File: src/rtl/vga_timing_ctrl.sv
// VGA pixel-rate divider, raster counters and sync/blank decode.
// Define VGA_TIMING_FRAME_CNT_EN to add the 16-bit frame_cnt output.
module vga_timing_ctrl #(
    parameter int H_VISIBLE = 640,
    parameter int H_FP      = 16,
    parameter int H_SYNC    = 96,
    parameter int H_BP      = 48,
    parameter int V_VISIBLE = 480,
    parameter int V_FP      = 10,
    parameter int V_SYNC    = 2,
    parameter int V_BP      = 33,
    parameter int CNT_W     = 10,
    parameter int DIV_W     = 8,
    parameter int DIV_RESET = 4
) (
    input  logic             clk_in,
    input  logic             rst_n,
    input  logic [DIV_W-1:0] div_cfg,
    input  logic             div_cfg_we,
    output logic [DIV_W-1:0] div_active,
    output logic             pix_en,
    output logic [CNT_W-1:0] x,
    output logic [CNT_W-1:0] y,
    output logic             video_on,
    output logic             hsync,
    output logic             vsync,
    output logic             line_start,
    output logic             frame_start
`ifdef VGA_TIMING_FRAME_CNT_EN
    ,
    output logic [15:0]      frame_cnt
`endif
);

    localparam int H_TOTAL = H_VISIBLE + H_FP + H_SYNC + H_BP;
    localparam int V_TOTAL = V_VISIBLE + V_FP + V_SYNC + V_BP;

    localparam logic [CNT_W-1:0] H_LAST = CNT_W'(H_TOTAL - 1);
    localparam logic [CNT_W-1:0] V_LAST = CNT_W'(V_TOTAL - 1);
    localparam logic [CNT_W-1:0] H_VIS  = CNT_W'(H_VISIBLE);
    localparam logic [CNT_W-1:0] V_VIS  = CNT_W'(V_VISIBLE);
    localparam logic [CNT_W-1:0] HS_BEG = CNT_W'(H_VISIBLE + H_FP);
    localparam logic [CNT_W-1:0] HS_END = CNT_W'(H_VISIBLE + H_FP + H_SYNC);
    localparam logic [CNT_W-1:0] VS_BEG = CNT_W'(V_VISIBLE + V_FP);
    localparam logic [CNT_W-1:0] VS_END = CNT_W'(V_VISIBLE + V_FP + V_SYNC);
    localparam logic [CNT_W-1:0] CNT_ONE = CNT_W'(1);

    localparam logic [DIV_W-1:0] DIV_ONE = DIV_W'(1);
    localparam logic [DIV_W-1:0] DIV_TWO = DIV_W'(2);
    localparam logic [DIV_W-1:0] DIV_RST = DIV_W'(DIV_RESET);

    logic [DIV_W-1:0] r_div_count;
    logic [DIV_W-1:0] r_div_active;
    logic [DIV_W-1:0] r_div_pending;
    logic             r_pix_en;
    logic [CNT_W-1:0] r_x;
    logic [CNT_W-1:0] r_y;
    logic             r_video_on;
    logic             r_hsync;
    logic             r_vsync;

    logic [DIV_W-1:0] w_eff;
    logic             w_tick;
    logic             w_x_last;
    logic             w_y_last;
    logic             w_wrap;
    logic [CNT_W-1:0] w_x_nxt;
    logic [CNT_W-1:0] w_y_nxt;

    assign w_eff    = (r_div_active < DIV_TWO) ? DIV_ONE : r_div_active;
    assign w_tick   = r_div_count >= (w_eff - DIV_ONE);
    assign w_x_last = r_x == H_LAST;
    assign w_y_last = r_y == V_LAST;
    assign w_wrap   = r_pix_en && w_x_last && w_y_last;

    assign w_x_nxt = w_x_last ? '0 : r_x + CNT_ONE;
    assign w_y_nxt = !w_x_last ? r_y :
                     (w_y_last ? '0 : r_y + CNT_ONE);

    // Divisor swaps only at the frame wrap so no frame mixes pixel rates
    always_ff @(posedge clk_in) begin
        if (!rst_n) begin
            r_div_count   <= '0;
            r_div_active  <= DIV_RST;
            r_div_pending <= DIV_RST;
            r_pix_en      <= 1'b0;
        end else begin
            r_pix_en <= w_tick;
            if (w_wrap || w_tick) begin
                r_div_count <= '0;
            end else begin
                r_div_count <= r_div_count + DIV_ONE;
            end
            if (w_wrap) begin
                r_div_active <= r_div_pending;
            end
            if (div_cfg_we) begin
                r_div_pending <= div_cfg;
            end
        end
    end

    // Raster moves with the strobe so each pix_en cycle shows its own pixel
    always_ff @(posedge clk_in) begin
        if (!rst_n) begin
            r_x        <= H_LAST;
            r_y        <= V_LAST;
            r_video_on <= 1'b0;
            r_hsync    <= 1'b1;
            r_vsync    <= 1'b1;
        end else if (w_tick) begin
            r_x        <= w_x_nxt;
            r_y        <= w_y_nxt;
            r_video_on <= (w_x_nxt < H_VIS) && (w_y_nxt < V_VIS);
            r_hsync    <= !((w_x_nxt >= HS_BEG) && (w_x_nxt < HS_END));
            r_vsync    <= !((w_y_nxt >= VS_BEG) && (w_y_nxt < VS_END));
        end
    end

`ifdef VGA_TIMING_FRAME_CNT_EN
    logic [15:0] r_frame_cnt;

    always_ff @(posedge clk_in) begin
        if (!rst_n) begin
            r_frame_cnt <= '0;
        end else if (frame_start) begin
            r_frame_cnt <= r_frame_cnt + 16'd1;
        end
    end

    assign frame_cnt = r_frame_cnt;
`endif

    assign div_active  = r_div_active;
    assign pix_en      = r_pix_en;
    assign x           = r_x;
    assign y           = r_y;
    assign video_on    = r_video_on;
    assign hsync       = r_hsync;
    assign vsync       = r_vsync;
    assign line_start  = r_pix_en && (r_x == '0);
    assign frame_start = r_pix_en && (r_x == '0) && (r_y == '0);

endmodule

File: config.mk
export PLATFORM = sky130hd
export DESIGN_NAME = vga_timing_ctrl
export DESIGN_NICKNAME = d
export VERILOG_FILES = /design/src/rtl/vga_timing_ctrl.sv
export SDC_FILE = /design/constraint.sdc
export NUM_CORES = 1
export LEC_CHECK = 0
export CORE_ASPECT_RATIO = 1.4
export CORE_MARGIN = 2
export CORE_UTILIZATION = 49
export CTS_CLUSTER_SIZE = 40
export DETAILED_ROUTE_END_ITERATION = 6
export PLACE_DENSITY = 0.83
export SKIP_LAST_GASP = 1
export SLEW_MARGIN = 0
export SYNTH_ARGS = -nofsm -noshare
export SYNTH_HDL_FRONTEND = slang
export SYNTH_SLANG_ARGS = --single-unit
File: constraint.sdc
create_clock -name clk_in -period 3 [get_ports clk_in]
set_input_delay 0.3 -clock clk_in [delete_from_list [all_inputs] [get_ports clk_in]]
set_output_delay 0.3 -clock clk_in [all_outputs]
set_load 0.05 [all_outputs]
==> qor.txt <==
GLOBAL ROUTING
------------------------------------------------------------------------------------
Largest net degree at the start of global routing                                 31
Vias in the first global route                                                 2,651
Wire length of the first global-routing pass                               12,400 um
Overflow left after global routing                                                 0
Antenna violations before repair                                                   0
Aggregate global-route resource usage                                          0.250

POWER
------------------------------------------------------------------------------------
Worst vdd rail ir drop                                                      0.821 mV
Net switching share of the total power                                         0.461
Leakage power figure                                                      0.00137 uW
Clk pwr share                                                                  0.136
Fraction of power consumed by sequential logic                                 0.287
Net switching power                                                          1330 uW
Share of total power in combinational logic                                    0.578
Total power density per cell area                                         806 nW/um2
Design internal power                                                        1560 uW

STA
------------------------------------------------------------------------------------
Part of the cycle the worst path needs                                         0.983
Least setup slack across all paths after layout                            0.0524 ns
Final number of setup-violating endpoints                                          0
Crit path time final                                                         2.95 ns
Number of max-slew violations in the final report                                  0
Setup tns final                                                                 0 ns
Unrepaired setup endpoints after global routing                                 true
Worst rel slew slack                                                           0.317
Final Hold Fails                                                                   0
Hold Worst Slack                                                            0.466 ns
Transition at the pin with the smallest max-transition slack                 1.02 ns
Maximum frequency from static timing analysis                                339 MHz
Skew final                                                                 0.0126 ns

PLACE
------------------------------------------------------------------------------------
Weighted congestion at the end of routability-driven global placement          0.948
Pre-CTS WS                                                                -0.0621 ns
IO Port Bufs                                                                      44
DP Wirelength                                                                5410 um
Placement-stage cell area                                                   3390 um2

DETAILED ROUTING
------------------------------------------------------------------------------------
Post-route DRC                                                                     0
Via/cell ratio                                                                  6.26
Final wirelength                                                             7920 um
Remaining number of nets flagged by the antenna check after routing                0
Routed WL per cell                                                           17.2 um
Iteration-0 DRC count of the detailed router                                     211
Via count                                                                      2,886
Pre-Repair DR Iteration Count                                                      4

WORST SETUP PATH
------------------------------------------------------------------------------------
Startpoint kind of the worst setup timing path                             flip-flop
Cell at the slowest stage of the critical path                                 or4_1
Critical Path End Type                                                     flip-flop
Max FO, Critical Path                                                             11
Worst reg2reg path startpoint                                           div_active[0]$_SDFFE_PN0P_
Largest stage delay, worst path                                              0.51 ns
Crit path from                                                          div_active[0]$_SDFFE_PN0P_
Kind of critical path                                                   flip-flop to flip-flop
Cell-by-cell trace of the critical path                                 or2_4, a211o_1, or3_4, nor2_4, xnor2_1, ha_1, nand4_1, o31a_4, or4_1, a21oi_1
Data arrival at the endpoint of the critical path                            3.18 ns
Required time reported for the critical path endpoint                        3.23 ns

YOSYS
------------------------------------------------------------------------------------
Synthesized netlist cell count                                                   343
Number of flip-flops and latches in the synthesized netlist                       48
Dominant synthesized flop cell                                               dfxtp_1
Total nets after synthesis                                                       367
Synth warn                                                                         0
Post-synth top area cell                                                     dfxtp_1
Share of the synthesized area in the top cell type                             0.338
Proportion of synthesized chip area in sequential cells                        0.338
Asr flop ratio synth                                                               0
Post-synth cell types                                                             56
Synthesized area divided by synthesized cell count                          8.28 um2
Number of flops mapped to enable cells by yosys                                    0
Total standard cell area after synthesis                                    2840 um2
Cell types with the largest area share after synthesis                  dfxtp_1, ha_1, nand2_1

MIN PATH
------------------------------------------------------------------------------------
Path type of the worst min-delay path                                   flip-flop to flip-flop
Hold path start                                                         r_div_pending[4]$_SDFFE_PN0P_

DIE
------------------------------------------------------------------------------------
Initial core utilization                                                       0.510
Die extent in x                                                              68.3 um
Total I/O pin count                                                               45
Floorplan row count                                                               32
Area enclosed by the die boundary                                           6430 um2
Area of the core                                                            5570 um2
Die height                                                                   94.1 um

FINAL LAYOUT
------------------------------------------------------------------------------------
Area of all placed cells without fillers                                    3580 um2
Final core utilization                                                         0.643
Synthesis-to-finish area growth                                                26.1%
Total inserted antenna cells                                                       0
Fraction of layout cells with a size suffix above 1                            0.132
Layout Nets                                                                      416

CLOCK NETWORK
------------------------------------------------------------------------------------
CTS tree                                                                         yes
Number of levels in the clock H-tree                                               2
Root Buffer Master                                                          clkbuf_8
Inserted Clock Buffers                                                             5
Worst-Skew Late Latency                                                      0.32 ns
Hold buffer count at cts                                                           0
Clk buf depth                                                                      2
Reg clk slew, reported paths                                                 0.10 ns
Count of clock tree sinks                                                         48

JOB
------------------------------------------------------------------------------------
Max-capacitance violation count                                                    0

STATUS
------------------------------------------------------------------------------------
Result of the run                                                          completed

cells in the final DEF, fill, tap and decap left out, types with 10 or more instances in the layout:
cell and count:
a21oi_1 24, buf_4 17, clkdlybuf4s50_1 44, dfxtp_1 41
ha_1 13, mux2i_1 10, nand2_1 33, nand3_1 18
nand4_1 11, nor2_1 27, o21ai_0 15
layout make-up:
cell class,count,area [um2]
Sequential cell,48,975
Clock buffer,7,76.3
Fill cell,475,1980
Inverter,8,30.0
Multi-Input combinational cell,264,1780
Timing Repair Buffer,65,631
Tap cell,68,85.1
Clock inverter,1,5.00
metal layers:
layer	vias to the layer above	track usage	routed length (um)
li1	1376	-	-
met2	105	0.427	4110
met3	23	0.0408	408
met1	1382	0.291	3160
met5	-	0	0
met4	0	0.125	250
state kept, by name, summed over array words and instances (netlist names):
signal	cells
div_active	8
y	10
hsync	1
pix_en	1
r_div_count	8
video_on	1
x	10
r_div_pending	8
vsync	1
cell usage after synthesis (5+ instances only):
library cell	count
dfxtp_1	48
nand2_1	33
nor2_1	28
a21oi_1	24
nand3_1	18
o21ai_0	15
ha_1	13
buf_2	11
nand4_1	11
o31ai_1	11
mux2i_1	10
nor3_1	9
inv_1	8
and3_1	7
clkbuf_1	7
o211ai_1	7
a31oi_1	6
and2_1	5
or4_1	5
xor2_1	5
power by group through the flow:
stage	registers, uW	clock network [uW]	logic, uW
after floorplan	950	0	846
after global placement	834	0	1370
after detailed placement	836	0	1420
after CTS	823	387	1460
after global routing	841	421	1770
final	827	391	1670
cells by family (layout without fill, tap and decap cells):
group           after synthesis  after routing  synth area share
mux                          10             10            0.0353
compound gates               83             83             0.196
simple gates                149            149             0.292
buf+inv                      31             81            0.0529
fa+ha+maj                    13             13            0.0573
flops                        48             48             0.338
xor+xnor                      9              9            0.0278
metrics by stage:
step                total power (uW)  instances
detailed placement              2250        448
global route                    3030        461
finish                          2880        461
global placement                2200        448
CTS                             2670        457
floorplan                       1800        343
final timing paths:
check	endpoint	slack, ns	depth (start not counted)
max	x[5]$_SDFFE_PN0P_	0.05	10
min	div_active[4]$_SDFFE_PN0P_	0.47	2
max reg2reg	x[5]$_SDFFE_PN0P_	0.05	10
min reg2reg	div_active[4]$_SDFFE_PN0P_	0.47	2
worst max-delay path, delay by kind of cell (launching register included):
kind            cells  cell delay [ns]
fa+ha+maj           1             0.30
simple gates        5             1.37
flops               1             0.35
xor+xnor            1             0.07
compound gates      3             0.77
timing repair:
| item | CTS | global route |
|---|---|---|
| endpoints found under the setup margin | 12 | 28 |
| gates resized for setup | 1 | 11 |
| setup buffers | 1 | 3 |
| gates cloned | 0 | 1 |
| pin swaps | 1 | 3 |
No activity file was read; power rests on OpenSTA's default activity.
